[src/rtl/instr_stream_loader_pkg.sv]
// +----------------------------------------------------------------------+
// | instr_enc_pkg : op select codes, MIPS opcodes and loader state codes |
// | Rev 1.0                                                              |
// +----------------------------------------------------------------------+
`default_nettype none

package instr_enc_pkg;

  localparam logic [2:0] OP_RTYPE   = 3'd0;
  localparam logic [2:0] OP_ADDI    = 3'd1;
  localparam logic [2:0] OP_BEQ     = 3'd2;
  localparam logic [2:0] OP_BNE     = 3'd3;
  localparam logic [2:0] OP_LW      = 3'd4;
  localparam logic [2:0] OP_SW      = 3'd5;
  localparam logic [2:0] OP_JAL     = 3'd6;
  localparam logic [2:0] OP_ILLEGAL = 3'd7;

  // Opcode values shared with the core's main decoder.
  localparam logic [5:0] OPC_RTYPE = 6'b000000;
  localparam logic [5:0] OPC_ADDI  = 6'b001000;
  localparam logic [5:0] OPC_BEQ   = 6'b000100;
  localparam logic [5:0] OPC_BNE   = 6'b000101;
  localparam logic [5:0] OPC_LW    = 6'b100011;
  localparam logic [5:0] OPC_SW    = 6'b101011;
  localparam logic [5:0] OPC_JAL   = 6'b000011;

  localparam logic [1:0] ST_IDLE = 2'd0;
  localparam logic [1:0] ST_LOAD = 2'd1;
  localparam logic [1:0] ST_DONE = 2'd2;
  localparam logic [1:0] ST_ERR  = 2'd3;

endpackage

`default_nettype wire

[src/rtl/instr_stream_loader_if.sv]
// +----------------------------------------------------------------------+
// | instr_stream_loader_if : host beat handshake plus imem write port    |
// | Rev 1.0                                                              |
// +----------------------------------------------------------------------+
`default_nettype none

interface instr_stream_loader_if #(
  parameter int ADDR_W = 6
);
  logic              in_valid;
  logic              in_ready;
  logic [2:0]        in_op;
  logic [4:0]        in_rs;
  logic [4:0]        in_rt;
  logic [4:0]        in_rd;
  logic [4:0]        in_shamt;
  logic [5:0]        in_funct;
  logic [25:0]       in_imm;
  logic              in_last;
  logic              imem_we;
  logic [ADDR_W-1:0] imem_addr;
  logic [31:0]       imem_wdata;

  modport master (
    output in_valid, in_op, in_rs, in_rt, in_rd, in_shamt, in_funct, in_imm, in_last,
    input  in_ready, imem_we, imem_addr, imem_wdata
  );

  modport slave (
    input  in_valid, in_op, in_rs, in_rt, in_rd, in_shamt, in_funct, in_imm, in_last,
    output in_ready, imem_we, imem_addr, imem_wdata
  );
endinterface

`default_nettype wire

[src/rtl/instr_stream_loader_encoder.sv]
// +----------------------------------------------------------------------+
// | instr_field_encoder : packs symbolic fields into a 32-bit MIPS word  |
// | Rev 1.0                                                              |
// +----------------------------------------------------------------------+
`default_nettype none

module instr_field_encoder
  import instr_enc_pkg::*;
(
  input  logic [2:0]  op,
  input  logic [4:0]  rs,
  input  logic [4:0]  rt,
  input  logic [4:0]  rd,
  input  logic [4:0]  shamt,
  input  logic [5:0]  funct,
  input  logic [25:0] imm,
  output logic [31:0] word,
  output logic        legal
);

  always_comb begin
    word  = 32'd0;
    legal = 1'b1;
    case (op)
      OP_RTYPE: word = {OPC_RTYPE, rs, rt, rd, shamt, funct};
      OP_ADDI:  word = {OPC_ADDI, rs, rt, imm[15:0]};
      OP_BEQ:   word = {OPC_BEQ, rs, rt, imm[15:0]};
      OP_BNE:   word = {OPC_BNE, rs, rt, imm[15:0]};
      OP_LW:    word = {OPC_LW, rs, rt, imm[15:0]};
      OP_SW:    word = {OPC_SW, rs, rt, imm[15:0]};
      OP_JAL:   word = {OPC_JAL, imm};
      default:  legal = 1'b0;
    endcase
  end

endmodule

`default_nettype wire

[src/rtl/instr_stream_loader.sv]
// +----------------------------------------------------------------------+
// | instr_stream_loader : streams encoded instructions into imem         |
// | Rev 1.0                                                              |
// +----------------------------------------------------------------------+
`default_nettype none

module instr_stream_loader
  import instr_enc_pkg::*;
#(
  parameter int ADDR_W = 6
) (
  input  logic                 clk,
  input  logic                 reset,
  input  logic                 start,
  instr_stream_loader_if.slave bus,
  output logic [ADDR_W:0]      count,
  output logic                 busy,
  output logic                 done,
  output logic                 err_overflow,
  output logic                 err_illegal
);

  logic [1:0]  state;
  logic [1:0]  state_nxt;
  logic [31:0] enc_word;
  logic        enc_legal;
  logic        accept;
  logic        write_en;
  logic        at_end;

  instr_field_encoder u_encoder (
    .op    (bus.in_op),
    .rs    (bus.in_rs),
    .rt    (bus.in_rt),
    .rd    (bus.in_rd),
    .shamt (bus.in_shamt),
    .funct (bus.in_funct),
    .imm   (bus.in_imm),
    .word  (enc_word),
    .legal (enc_legal)
  );

  assign accept   = bus.in_valid & bus.in_ready;
  assign write_en = accept & enc_legal;
  assign at_end   = (count[ADDR_W-1:0] == {ADDR_W{1'b1}});

  always_ff @(posedge clk or posedge reset) begin
    if (reset) state <= ST_IDLE;
    else       state <= state_nxt;
  end

  always_comb begin
    state_nxt = state;
    if (start) begin
      state_nxt = ST_LOAD;
    end else if (state == ST_LOAD && accept) begin
      if (!enc_legal)       state_nxt = ST_ERR;
      else if (bus.in_last) state_nxt = ST_DONE;
      else if (at_end)      state_nxt = ST_ERR;
    end
  end

  always_comb begin
    bus.in_ready = (state == ST_LOAD) & ~start;
    busy         = (state == ST_LOAD);
  end

  // Write port is registered: a beat accepted in one cycle is written in the next.
  always_ff @(posedge clk or posedge reset) begin
    if (reset) begin
      bus.imem_we    <= 1'b0;
      bus.imem_addr  <= '0;
      bus.imem_wdata <= 32'd0;
      count          <= '0;
      done           <= 1'b0;
      err_overflow   <= 1'b0;
      err_illegal    <= 1'b0;
    end else begin
      bus.imem_we <= write_en;
      if (write_en) begin
        bus.imem_addr  <= count[ADDR_W-1:0];
        bus.imem_wdata <= enc_word;
      end
      if (start) begin
        count        <= '0;
        done         <= 1'b0;
        err_overflow <= 1'b0;
        err_illegal  <= 1'b0;
      end else begin
        if (write_en)                           count        <= count + (ADDR_W+1)'(1);
        if (write_en && bus.in_last)            done         <= 1'b1;
        if (write_en && !bus.in_last && at_end) err_overflow <= 1'b1;
        if (accept && !enc_legal)               err_illegal  <= 1'b1;
      end
    end
  end

endmodule

`default_nettype wire

[src/flat_wrapper.sv]
// flat-port wrapper written by rule: the top's interface ports become plain ports
module instr_stream_loader_flat import instr_enc_pkg::*;
#(
  parameter int ADDR_W = 6
)
  (clk, reset, start, count, busy, done, err_overflow, err_illegal, bus_in_valid, bus_in_op, bus_in_rs, bus_in_rt, bus_in_rd, bus_in_shamt, bus_in_funct, bus_in_imm, bus_in_last, bus_in_ready, bus_imem_we, bus_imem_addr, bus_imem_wdata);
  instr_stream_loader_if #(.ADDR_W(ADDR_W)) bus_i ();
  input  logic clk;
  input  logic reset;
  input  logic start;
  output logic [ADDR_W:0] count;
  output logic busy;
  output logic done;
  output logic err_overflow;
  output logic err_illegal;
  input wire logic [$bits(bus_i.in_valid)-1:0] bus_in_valid;
  input wire logic [$bits(bus_i.in_op)-1:0] bus_in_op;
  input wire logic [$bits(bus_i.in_rs)-1:0] bus_in_rs;
  input wire logic [$bits(bus_i.in_rt)-1:0] bus_in_rt;
  input wire logic [$bits(bus_i.in_rd)-1:0] bus_in_rd;
  input wire logic [$bits(bus_i.in_shamt)-1:0] bus_in_shamt;
  input wire logic [$bits(bus_i.in_funct)-1:0] bus_in_funct;
  input wire logic [$bits(bus_i.in_imm)-1:0] bus_in_imm;
  input wire logic [$bits(bus_i.in_last)-1:0] bus_in_last;
  output wire logic [$bits(bus_i.in_ready)-1:0] bus_in_ready;
  output wire logic [$bits(bus_i.imem_we)-1:0] bus_imem_we;
  output wire logic [$bits(bus_i.imem_addr)-1:0] bus_imem_addr;
  output wire logic [$bits(bus_i.imem_wdata)-1:0] bus_imem_wdata;
  assign bus_i.in_valid = bus_in_valid;
  assign bus_i.in_op = bus_in_op;
  assign bus_i.in_rs = bus_in_rs;
  assign bus_i.in_rt = bus_in_rt;
  assign bus_i.in_rd = bus_in_rd;
  assign bus_i.in_shamt = bus_in_shamt;
  assign bus_i.in_funct = bus_in_funct;
  assign bus_i.in_imm = bus_in_imm;
  assign bus_i.in_last = bus_in_last;
  assign bus_in_ready = bus_i.in_ready;
  assign bus_imem_we = bus_i.imem_we;
  assign bus_imem_addr = bus_i.imem_addr;
  assign bus_imem_wdata = bus_i.imem_wdata;
  instr_stream_loader #(.ADDR_W(ADDR_W)) u_core (.clk(clk), .reset(reset), .start(start), .bus(bus_i), .count(count), .busy(busy), .done(done), .err_overflow(err_overflow), .err_illegal(err_illegal));
endmodule
[config.mk]
export PLATFORM = sky130hd
export DESIGN_NAME = instr_stream_loader_flat
export DESIGN_NICKNAME = d
export VERILOG_FILES = /design/src/rtl/instr_stream_loader_pkg.sv /design/src/rtl/instr_stream_loader_if.sv /design/src/rtl/instr_stream_loader_encoder.sv /design/src/rtl/instr_stream_loader.sv /design/src/flat_wrapper.sv
export SDC_FILE = /design/constraint.sdc
export NUM_CORES = 1
export LEC_CHECK = 0
export ABC_AREA = 1
export CAP_MARGIN = 30
export CORE_ASPECT_RATIO = 0.75
export CORE_UTILIZATION = 42
export DETAILED_ROUTE_END_ITERATION = 12
export PLACE_DENSITY = 0.8
export SLEW_MARGIN = 10
export SYNTH_ARGS = -nofsm -noshare
export SYNTH_HDL_FRONTEND = slang
export SYNTH_SLANG_ARGS = --single-unit
[constraint.sdc]
create_clock -name clk -period 2.1 [get_ports clk]
set_input_delay 0.63 -clock clk [delete_from_list [all_inputs] [get_ports clk]]
set_output_delay 0.63 -clock clk [all_outputs]
set_load 0.005 [all_outputs]
**Word-level counts from Yosys, hierarchy flattened**

Index checks and enable logic that the tools add are counted.

- Add/sub/neg operators: 1
- Equal/unequal tests: 9
- Mux-type cells: 15
- Bitwise logic cells: 4
- Reductions and logical operators: 15

Operators with widths:

| cell | count |
|---|---|
| case mux 32 bit (7 select lines) | 1 |
| 2-to-1 mux 7 bit | 2 |
| 2-to-1 mux 2 bit | 5 |
| nonzero test 2 bit | 5 |
| equality test 3 bit (second input constant) | 3 |
| adder 7 x 1 -> 7 bit (second input constant) | 1 |
| 2-to-1 mux 1 bit | 7 |
| OR reduction 7 bit | 1 |
| equality test 3 x 2 -> 1 bit (second input constant) | 2 |
| equality test 6 bit (second input constant) | 1 |
| logical AND 1 bit | 5 |
| != test 4 bit (second input constant) | 1 |
| AND 1 bit | 3 |
| equality test 3 x 1 -> 1 bit (second input constant) | 1 |
| zero test 3 bit | 1 |
| equality test 2 x 1 -> 1 bit (second input constant) | 1 |
| zero test 1 bit | 2 |
| AND reduction 2 bit | 1 |
| NOT 1 bit | 1 |

- Flip-flop bits (word level): 51
- Bits of input ports: 60
- Logic and storage cells: 52

**Longest topological paths before layout**

Gate-level depths: netlist of the first run.

- Word-level depth: 8
- Depth in mapped cells: 9

**Cells and area by module**

A second synthesis of the first run with hierarchy kept.

- Cells, all modules: 336
- Area total of the unflattened synthesis: 2633.8 µm²

By module, submodules not included:

| module | times used | cells an instance | area an instance (µm²) | seq. area each (µm²) |
|---|---|---|---|---|
| instr_stream_loader | 1 | 233 | 2170.8 | 1276.2 |
| instr_field_encoder | 1 | 103 | 462.9 | 0.0 |

**Least setup slack after synthesis of the first run**

No wires, ideal clock.

- Path type: input port to output port
- Start: input start
- End: output bus_in_ready
- Arrival time: 1.028 ns
- Required time: 1.470 ns
- Slack: 0.442 ns
- Stages: 4
- Buffers on the path: 1
- Cell sequence: buf_4 -> inv_6 -> nand3_2 -> inv_1

- Word-level cells in the longest chain between the ends: 2

RTL lines:

| item | RTL line | source |
|---|---|---|
| from (decl) | flat_wrapper.sv:10 | `input logic start;` |
| NOT 1 bit | instr_stream_loader.sv:64 | `bus.in_ready = (state == ST_LOAD) & ~start;` |
| AND 1 bit | instr_stream_loader.sv:64 |  |
| to (decl) | flat_wrapper.sv:25 | `output wire logic [$bits(bus_i.in_ready)-1:0] bus_in_ready;` |

Every way passes these cells.

**Worst setup path in the final report of the first run**

- Start: register u_core.state[0]
- End: output busy

- Word-level cells in the longest chain between the ends: 1

RTL lines:

| item | RTL line | source |
|---|---|---|
| from (decl) | instr_stream_loader.sv:23 | `logic [1:0] state;` |
| from (signal assigned) | instr_stream_loader.sv:49 | `else state <= state_nxt;` |
| equality test 2 x 1 -> 1 bit | instr_stream_loader.sv:65 | `busy = (state == ST_LOAD);` |
| to (decl) | flat_wrapper.sv:12 | `output logic busy;` |

Every way passes these cells.

==> results.md, run 1 <==
- CTS tree: done
- Main synth FF type: dfrtp_1
- Maximum vdd drop: ~0.00031 V
- First drt pass iteration count: 5
- CP Capture Type: output pin
- Iteration-0 DRC Markers: 121
- Port Buffers: roughly 110
- Area leader, netlist: dfrtp_1
- GPL Wtd Cong: between 0.7 and 0.8
- Number of global-route vias before repair: 2226
- Final hold viol count: 0
- Met3 wire len: roughly 550 um
- Worst-path clk slew: 0.09 ns
- Drt drc: 0
- Initial core utilization: a little under half
- Fin. max-slew vios: 0
- Ys Warns: 0
- DR WL/cell: between 10 and 15 um
- Top-count cell post-synth: nand2_1
- Pwr dens: ~660 nW/um2
- Area of the mapped netlist: roughly 2500 um2
- Post-synth top cells: 172 x nand2_1, 50 x dfrtp_1, 34 x nand3_1
- Hold Path Class: reg2reg
- Synthesis-to-finish area growth: 54.5%
- Max-cap violation count: 0
- Share of layout cells above drive strength 1: between 10% and 20%
- Share of the synthesized area in the top cell type: about half
- Post-synthesis sequential area ratio: about half
- Die area: roughly 6300 um2
- Mapped Cells: 328
- Synthesized Nets: between 300 and 400
- CP max stage delay: around 0.53 ns
- Global-route wire length before repair: between 10000 and 15000 um
- Final WL: 6420 um
- Switching pwr: around 700 uW
- Final cycle utilization of the critical path: between 90% and 100%
- Worst path slowest cell: clkdlybuf4s50_1
- Dominant cells by area after synthesis: dfrtp_1 50%, nand2_1 26%, nand3_1 6.8%, inv_1 1.9%, buf_4 1.8%
- CP Class: reg2out
- Fraction of registers with async set/reset: 100%
- Row count: 23
- Clk sink count: 50
- Ant. Diodes: 0
- EDFF count, synth: 0
- Sw frac: 27.3%
- Clk_lat worst skew: about 0.3 ns
- Min cycle time layout: around 2 ns
- Max Clk Rate: 0.487 GHz
- Arr. time, crit path: roughly 1.4 ns
- Fin area: 3880 um2
- Worst Path Buf+Inv: 2
- Die Span Y: slightly below 70 um
- Combinational share of power: a little under a third
- CTS hold repair buffers: 0
- Mapped Avg Cell Area: between 7 and 8 um2
- Lkg Pwr: just under 0.002 uW
- Core Area: 5550 um2
- CTS Buf Count: 5
- Vias: 2461
- Critical path startpoint category: flop
- Nets: about 510
- Final antenna-violating net count: 0
- Clk root buf: clkbuf_8
- WL met2: 2880 um
- Layout Skew: approximately 0.0083 ns
- Total GRT Usage: 21.3%
- Grt total ovfl: 0
- Final setup viols: 0
- Maximum clock path buffer count: 2
- Synth Register Bits: 50
- Max Used Layer: met4
- Status: finished, final reports clean
- I/O pin total: 111
- Largest net degree at the start of global routing: between 50 and 60
- Via/cell ratio: about 4.7
- Initial antenna violation count: 0
- Detail Placement HPWL: approximately 5000 um
- Part of the power in registers: a little under half
- Clock power share: around 22%
- DIE WIDTH: a little over 90 um
- Unrepaired setup endpoints after global routing: no
- H-tree depth: 2
- Postcts setup bufs: 0
- Post-synth cell types: 29
- CP delay by family, top: buffers and inverters
- Placed Area: roughly 3800 um2
- WL met1: 2920 um
- CP required: between 1 and 1.5 ns
- Internal power: approximately 1900 uW
- Crit-path max FO: 3
- Final core occ: between 60% and 70%
- CP Cell Sequence: inv_2 > nor2_2 > clkdlybuf4s50_1
## tightest hold or removal path, stage by stage (launching register included)
cell,delay [ns]
dfrtp_1,0.35
nand2_1,0.05
nand2_1,0.05
## power by group through the flow
stage	clock [uW]	sequential (uW)	combinational, uW
after global routing	616	1220	880
after CTS	591	1200	812
after global placement	0	1220	795
after detailed placement	0	1220	809
after floorplan	0	1230	270
final	569	1200	799
## per-stage QoR
| stage | hold slack, ns | total power (uW) | TNS (ns) | cells | setup slack [ns] |
|---|---|---|---|---|---|
| after floorplan | 0.465 | 1500 | 0 | 328 | 0.269 |
| after global placement | 0.459 | 2010 | -0.350 | 518 | -0.316 |
| after detailed placement | 0.460 | 2030 | -0.755 | 518 | -0.328 |
| after CTS | 0.483 | 2610 | 0 | 526 | 0.0304 |
| after global routing | 0.495 | 2720 | 0 | 526 | 0.00534 |
| final | 0.477 | 2570 | 0 | 526 | 0.0458 |
## path summary, 6_finish.rpt
check                                     startpoint                        end  slack, ns  cells past startpoint
max                                  u_core.state[0]                       busy       0.05                      3
min                        u_core.bus.imem_wdata[27]  u_core.bus.imem_wdata[27]       0.48                      2
max reg2reg                          u_core.state[0]            u_core.state[0]       0.75                      8
min reg2reg                u_core.bus.imem_wdata[27]  u_core.bus.imem_wdata[27]       0.48                      2
max in group asynchronous                      reset   u_core.bus.imem_wdata[2]       1.20                      3
min in group asynchronous                      reset  u_core.bus.imem_wdata[24]       0.67                      3
## layout by cell type (no fill, tap or decap), types with 3 or more instances in the layout
master	instances
inv_2	6
inv_1	11
nor2_2	3
o21ai_0	7
nand4_1	3
nand2_1	172
clkbuf_8	6
nor2_1	4
o21ai_1	3
buf_12	3
buf_4	18
nand3_1	34
dfrtp_1	50
clkdlybuf4s50_1	107
## area by class of cell
type,count,area (um2)
Timing Repair Buffer,130,1280
Clock buffer,7,86.3
Fill cell,468,1670
Multi-Input combinational cell,244,1080
Tap cell,75,93.8
Inverter,19,76.3
Sequential cell,50,1250
Clock inverter,1,5.00
## routing by layer
metal / track usage [%] / up-vias
met1: 28.0 / 1104
met5: 0 / -
li1: - / 1262
met3: 6.36 / 6
met4: 7.14 / 0
met2: 34.1 / 89
## flip-flops by register name, indices dropped and copies added, names as in the netlist
name / cells
u_core.bus.imem_wdata: 31
u_core.count: 7
u_core.bus.imem_addr: 6
u_core.state: 2
u_core.bus.imem_we: 1
u_core.done: 1
u_core.err_illegal: 1
u_core.err_overflow: 1
## logic make-up after synthesis
| logic type | share of synthesized area, % |
|---|---|
| buffers and inverters | 7.02 |
| DFF | 49.8 |
| and+or+nand+nor | 38.0 |
| other | 0.149 |
| xor gates and xnor gates | 0.697 |
| AOI/OAI and AO/OA | 3.78 |
| adders and majority gates | 0.498 |
## repair_timing
action | 4_1_cts | 5_1_grt
gates resized for setup | 4 | 2
endpoints found under the hold margin | 0 | 0
endpoints found under the setup margin | 1 | 1
(Power assumes the default switching activity.)
==> run 2: changes to the inputs <==
--- a/config.mk
+++ b/config.mk
@@ -7,10 +7,13 @@
 export LEC_CHECK = 0
 export ABC_AREA = 1
 export CAP_MARGIN = 30
+export CELL_PAD_IN_SITES_DETAIL_PLACEMENT = 0
+export CELL_PAD_IN_SITES_GLOBAL_PLACEMENT = 1
 export CORE_ASPECT_RATIO = 0.75
-export CORE_UTILIZATION = 42
+export CORE_UTILIZATION = 29
 export DETAILED_ROUTE_END_ITERATION = 12
-export PLACE_DENSITY = 0.8
+export PLACE_DENSITY_LB_ADDON = 0.1
+export REMOVE_ABC_BUFFERS = 1
 export SLEW_MARGIN = 10
 export SYNTH_ARGS = -nofsm -noshare
 export SYNTH_HDL_FRONTEND = slang
==> run 2 against run 1 <==
Against the previous run: sequential cell count unchanged; clock skew decreased by 0.0016 ns; cell area rose by 3.4%; sequential share of layout area fell by 1.0 points; register-to-register slack barely moved; combinational power rose by 1%; largest cell class unchanged; largest power group unchanged.
==> results.md, run 2 (synthesis results as in run 1) <==
- Total GRT Usage: 15.9% (-5.4 points)
- Vias: 2431 (-1.2%)
- Hold Path Class: reg2reg
- CTS tree: done
- Most flop-heavy register: u_core.bus.imem_wdata
- CP max stage delay: 0.52 ns (about the same)
- CP Depth: 3 (unchanged)
- Max-cap violation count: 0 (unchanged)
- Final WL: 6970 um (+8.5%)
- Maximum clock path buffer count: 2 (unchanged)
- Power, Total: 2790 uW (+8.5%)
- Max reg flops: 31 (unchanged)
- Pwr dens: 695 nW/um2 (+5.0%)
- First drt pass iteration count: 4 (-1)
- Row count: 29 (+26%)
- Nets: 511 (unchanged)
- Clk root buf: clkbuf_16
- Ant. Diodes: 0 (unchanged)
- Unrepaired setup endpoints after global routing: no
- Worst Path Buf+Inv: 2 (unchanged)
- Worst path slowest cell: clkdlybuf4s50_1
- Final antenna-violating net count: 0 (unchanged)
- Fin. max-slew vios: 0 (unchanged)
- CP required: 1.47 ns (about the same)
- Min cycle time layout: 1.99 ns (-0.0648 ns)
- Port Buffers: 109 (unchanged)
- Postcts setup bufs: 0 (unchanged)
- Crit-path max FO: 3 (unchanged)
- Arr. time, crit path: 1.36 ns (-0.06 ns)
- Hold path cells: 2 (unchanged)
- Top flop regs: u_core.bus.imem_wdata x31, u_core.count x7, u_core.bus.imem_addr x6
- Layout Skew: 0.00670 ns (-0.00163 ns)
- Critical path startpoint category: flop
- I/O pin total: 111 (unchanged)
- CP delay by family, top: buffers and inverters
- Lkg Pwr: 0.00196 uW (+1.5%)
- Drt drc: 0 (unchanged)
- Die Span Y: 82.6 um (+20%)
- CP Class: reg2out
- Clk sink count: 50 (unchanged)
- Hold Slack: 0.477 ns (-0.000337 ns)
- Synthesis-to-finish area growth: 59.7%
- R2R depth: 8 (unchanged)
- CTS hold repair buffers: 0 (unchanged)
- CP Cell Sequence: inv_2 > nor2_2 > clkdlybuf4s50_1
- Maximum vdd drop: 0.000288 V (-6.7%)
- Setup slack after layout: 0.111 ns (+0.0648 ns)
- Via/cell ratio: 4.36 (-6.9%)
- Largest net degree at the start of global routing: 51 (unchanged)
- Status: finished, final reports clean
- Detail Placement HPWL: 5020 um (+2.0%)
- Global-route wire length before repair: 10800 um (+5.4%)
- Pre-CTS setup slack: -0.351 ns (-0.0228 ns)
- DIE WIDTH: 109 um (+20%)
- Final hold viol count: 0 (unchanged)
- Die area: 9040 um2 (+44%)
- Iteration-0 DRC Markers: 102 (-16%)
- Most frequent cells in the layout: 172 x nand2_1, 107 x clkdlybuf4s50_1, 50 x dfrtp_1, 34 x nand3_1, 15 x buf_4
- Clk_lat worst skew: 0.29 ns (about the same)
- Initial core utilization: 29.8% (-15 points)
- Grt total ovfl: 0 (unchanged)
- DR WL/cell: 12.5 um (+2.3%)
- Max Clk Rate: 0.503 GHz (+3.3%)
- Initial antenna violation count: 0 (unchanged)
- Worst-path clk slew: 0.07 ns (-0.02 ns)
- CTS Buf Count: 5 (unchanged)
- Share of layout cells above drive strength 1: 10.7% (-0.20 points)
- Final setup viols: 0 (unchanged)
- Most common cell after layout, fill and taps aside: nand2_1
- CP Capture Type: output pin
- GPL Wtd Cong: 0.756 (-3.8%)
- H-tree depth: 2 (unchanged)
- Final cycle utilization of the critical path: 94.7% (-3.1 points)
- Core Area: 8420 um2 (+52%)
- Number of global-route vias before repair: 2141 (-3.8%)
-- run 2: worst paths after layout --
check                                          start                         to  slack (ns)
setup / recovery                     u_core.state[0]                       busy        0.11
hold / removal             u_core.bus.imem_wdata[19]  u_core.bus.imem_wdata[19]        0.48
setup reg to reg                     u_core.state[1]   u_core.bus.imem_wdata[8]        0.74
hold reg to reg            u_core.bus.imem_wdata[19]  u_core.bus.imem_wdata[19]        0.48
max in group asynchronous                      reset   u_core.bus.imem_wdata[4]        1.16
min in group asynchronous                      reset         u_core.bus.imem_we        0.71
-- run 2: report_power, final --
part	leakage (uW)	total, uW	switching, uW	internal, uW
clock network	0.0000694	772	342	431
registers	0.000649	1210	89.8	1120
logic	0.00124	809	312	497
-- run 2: worst register-to-register path: cells and delay by family, from the launching register on --
kind	cells	cell delay, ns
DFF	1	0.39
and+or+nand+nor	5	0.43
buffers and inverters	3	0.42
-- run 2: what timing repair did --
action,CTS,global route
resized for setup,4,0
endpoints found under the hold margin,0,0
setup endpoints to repair,1,0
-- run 2: final cells by class --
type	instances	area, um2
inverters	19	76.3
multi-input cells	244	1090
clock buffers	5	125
fillers	854	4410
repair buffers	130	1320
well taps	108	135
clock inverters	2	10.0
flip-flops and latches	50	1250
-- run 2: per-layer routing --
layer  vias up  share of wire [%]  global-route usage, %
li1       1267                  -                      -
met1      1080                 50                   23.3
met2        76                 41                   22.5
met3         8                7.9                   4.63
met4         0                1.1                   4.40
met5         -                  0                      0
-- run 2: stage by stage --
stage          std cells  area (um2)  utilization, %  TNS, ns
3_5_place_dp         551        3880            46.0   -0.561
3_3_place_gp         551        3880            46.0   -0.488
4_1_cts              558        4010            47.7        0
6_report             558        4010            47.7        0
5_1_grt              558        4010            47.7        0
2_1_floorplan        313        2410               -        0
==> run 3: changes to the inputs <==
--- a/config.mk
+++ b/config.mk
@@ -13,7 +13,6 @@
 export CORE_UTILIZATION = 29
 export DETAILED_ROUTE_END_ITERATION = 12
 export PLACE_DENSITY_LB_ADDON = 0.1
-export REMOVE_ABC_BUFFERS = 1
 export SLEW_MARGIN = 10
 export SYNTH_ARGS = -nofsm -noshare
 export SYNTH_HDL_FRONTEND = slang
==> run 3 against run 2 <==
Against the previous run: sequential power barely moved; total power rose by 4.3%; global-route usage rose by 0.090 points; combinational power fell by 2%; routed wire length fell by 0.52%; cell area did not move; fmax barely moved; clock power rose by 18%.
==> results.md, run 3 (synthesis results as in run 1) <==
- Register area: 1250 um2 (unchanged)
- Final WL: 6930 um (-0.52%)
- Final cycle utilization of the critical path: 94.8% (about the same)
- CTS Buf Count: 5 (unchanged)
- Initial antenna violation count: 0 (unchanged)
- Iteration-0 DRC Markers: 94 (-7.8%)
- Hold Path Class: reg2reg
- Max reg flops: 31 (unchanged)
- Pwr dens: 725 nW/um2 (+4.3%)
- Part of the power in registers: 41.4% (-1.9 points)
- Nets: 512 (+0.20%)
- Most common cell after layout, fill and taps aside: nand2_1
- Top flop regs: u_core.bus.imem_wdata x31, u_core.count x7, u_core.bus.imem_addr x6
- Clk sink count: 50 (unchanged)
- Row count: 29 (unchanged)
- GPL Wtd Cong: 0.735 (-2.8%)
- H-tree depth: 2 (unchanged)
- CTS tree: done
- CP required: 1.47 ns (about the same)
- Global-route wire length before repair: 10800 um (-0.25%)
- Arr. time, crit path: 1.36 ns (about the same)
- Grt total ovfl: 0 (unchanged)
- Non-Filler Instances: 560 (+0.36%)
- Maximum vdd drop: 0.000520 V (+80%)
- Max-cap violation count: 0 (unchanged)
- CP max stage delay: 0.51 ns (about the same)
- CP delay by family, top: buffers and inverters
- First drt pass iteration count: 4 (unchanged)
- Via/cell ratio: 4.31 (-1.0%)
- Vias: 2415 (-0.66%)
- Combinational share of power: 27.4% (-1.6 points)
- Unrepaired setup endpoints after global routing: no
- Detail Placement HPWL: 5120 um (+2.0%)
- Status: finished, final reports clean
- Worst Path Buf+Inv: 2 (unchanged)
- Total GRT Usage: 16.0% (+0.090 points)
- Clk root buf: clkbuf_16
- DR WL/cell: 12.4 um (-0.87%)
- Fin. max-slew vios: 0 (unchanged)
- CP Cell Sequence: inv_2 > nor2_2 > clkdlybuf4s50_1
- DIE WIDTH: 109 um (unchanged)
- Clock power share: 31.2% (+3.5 points)
- Fill cell count: 885 (+3.6%)
- CTS hold repair buffers: 0 (unchanged)
- Postcts setup bufs: 0 (unchanged)
- Worst-path clk slew: 0.07 ns (about the same)
- Core Area: 8420 um2 (unchanged)
- Clk_lat worst skew: 0.28 ns (about the same)
- Crit-path max FO: 3 (unchanged)
- Post-cts resize count: 4 (unchanged)
- Setup TNS: 0 ns (unchanged)
- Die area: 9040 um2 (unchanged)
- Max Clk Rate: 0.503 GHz (about the same)
- Initial core utilization: 29.8% (unchanged)
- Most frequent cells in the layout: 172 x nand2_1, 107 x clkdlybuf4s50_1, 50 x dfrtp_1, 34 x nand3_1, 19 x buf_4
- Die Span Y: 82.6 um (unchanged)
- Final setup viols: 0 (unchanged)
- Internal power: 2160 uW (+5.7%)
- Min cycle time layout: 1.99 ns (+0.000633 ns)
- Area of the multi-input gates: 1090 um2 (unchanged)
- Sw frac: 25.7% (-0.95 points)
- Drt drc: 0 (unchanged)
- Switching pwr: 748 uW (+0.62%)
- Synthesis-to-finish area growth: 59.7% (unchanged)
- Final hold viol count: 0 (unchanged)
- Share of layout cells above drive strength 1: 11.1% (+0.40 points)
- Most flop-heavy register: u_core.bus.imem_wdata
- Final core occ: 47.7% (unchanged)
- Ant. Diodes: 0 (unchanged)
- Port Buffers: 109 (unchanged)
- Final antenna-violating net count: 0 (unchanged)
- Cells after DPL: 552 (+0.18%)
- CP Capture Type: output pin
- Number of global-route vias before repair: 2170 (+1.4%)
- Largest net degree at the start of global routing: 51 (unchanged)
- Lkg Pwr: 0.00196 uW (+0.35%)
- CP Class: reg2out
- Critical path startpoint category: flop
- I/O pin total: 111 (unchanged)
- Maximum clock path buffer count: 2 (unchanged)
- Layout Skew: 0.00512 ns (-0.00158 ns)
- Worst path slowest cell: clkdlybuf4s50_1
-- run 3: final timing paths --
kind                                        endpoint  cells past startpoint  slack (ns)                       from
setup / recovery                                busy                      3        0.11            u_core.state[0]
hold / removal             u_core.bus.imem_wdata[20]                      2        0.48  u_core.bus.imem_wdata[20]
setup reg to reg           u_core.bus.imem_wdata[14]                      8        0.77            u_core.state[1]
hold reg to reg            u_core.bus.imem_wdata[20]                      2        0.48  u_core.bus.imem_wdata[20]
max in group asynchronous    u_core.bus.imem_addr[2]                      3        1.15                      reset
min in group asynchronous  u_core.bus.imem_wdata[15]                      3        0.70                      reset
-- run 3: metrics by stage --
stage	total power (uW)	instance area, um2	hold slack, ns	setup slack, ns
after global routing	3090	4010	0.501	0.0289
after detailed placement	2030	3850	0.464	-0.345
after floorplan	1500	2510	0.465	0.269
after CTS	2950	4010	0.483	0.103
after global placement	2030	3850	0.461	-0.338
final	2910	4010	0.478	0.110
-- run 3: final cells by class --
type	count	share of cell area [%]
tap	108	3.37
inverter	19	1.90
sequential	50	31.2
clock inverter	3	0.998
timing repair buffer	131	32.3
clock buffer	5	3.12
multi-input combinational	244	27.2
-- run 3: per-layer routing --
| layer | part of all wire (%) | up-vias | track usage (%) |
|---|---|---|---|
| li1 | - | 1268 | - |
| met1 | 50 | 1072 | 22.3 |
| met2 | 41 | 71 | 23.9 |
| met3 | 7.9 | 4 | 5.10 |
| met4 | 0.87 | 0 | 4.00 |
| met5 | 0 | - | 0 |
-- run 3: power groups by stage --
stage | Clock, uW | Combinational, uW | Sequential [uW]
2_1_floorplan | 0 | 270 | 1230
5_1_grt | 980 | 887 | 1220
6_report | 908 | 796 | 1200
3_5_place_dp | 0 | 814 | 1220
3_3_place_gp | 0 | 808 | 1220
4_1_cts | 935 | 814 | 1210
-- run 3: tightest hold or removal path: cells and delay by family, from the launching register on --
kind	cells	cell delay, ns
and+or+nand+nor	2	0.10
DFF	1	0.34
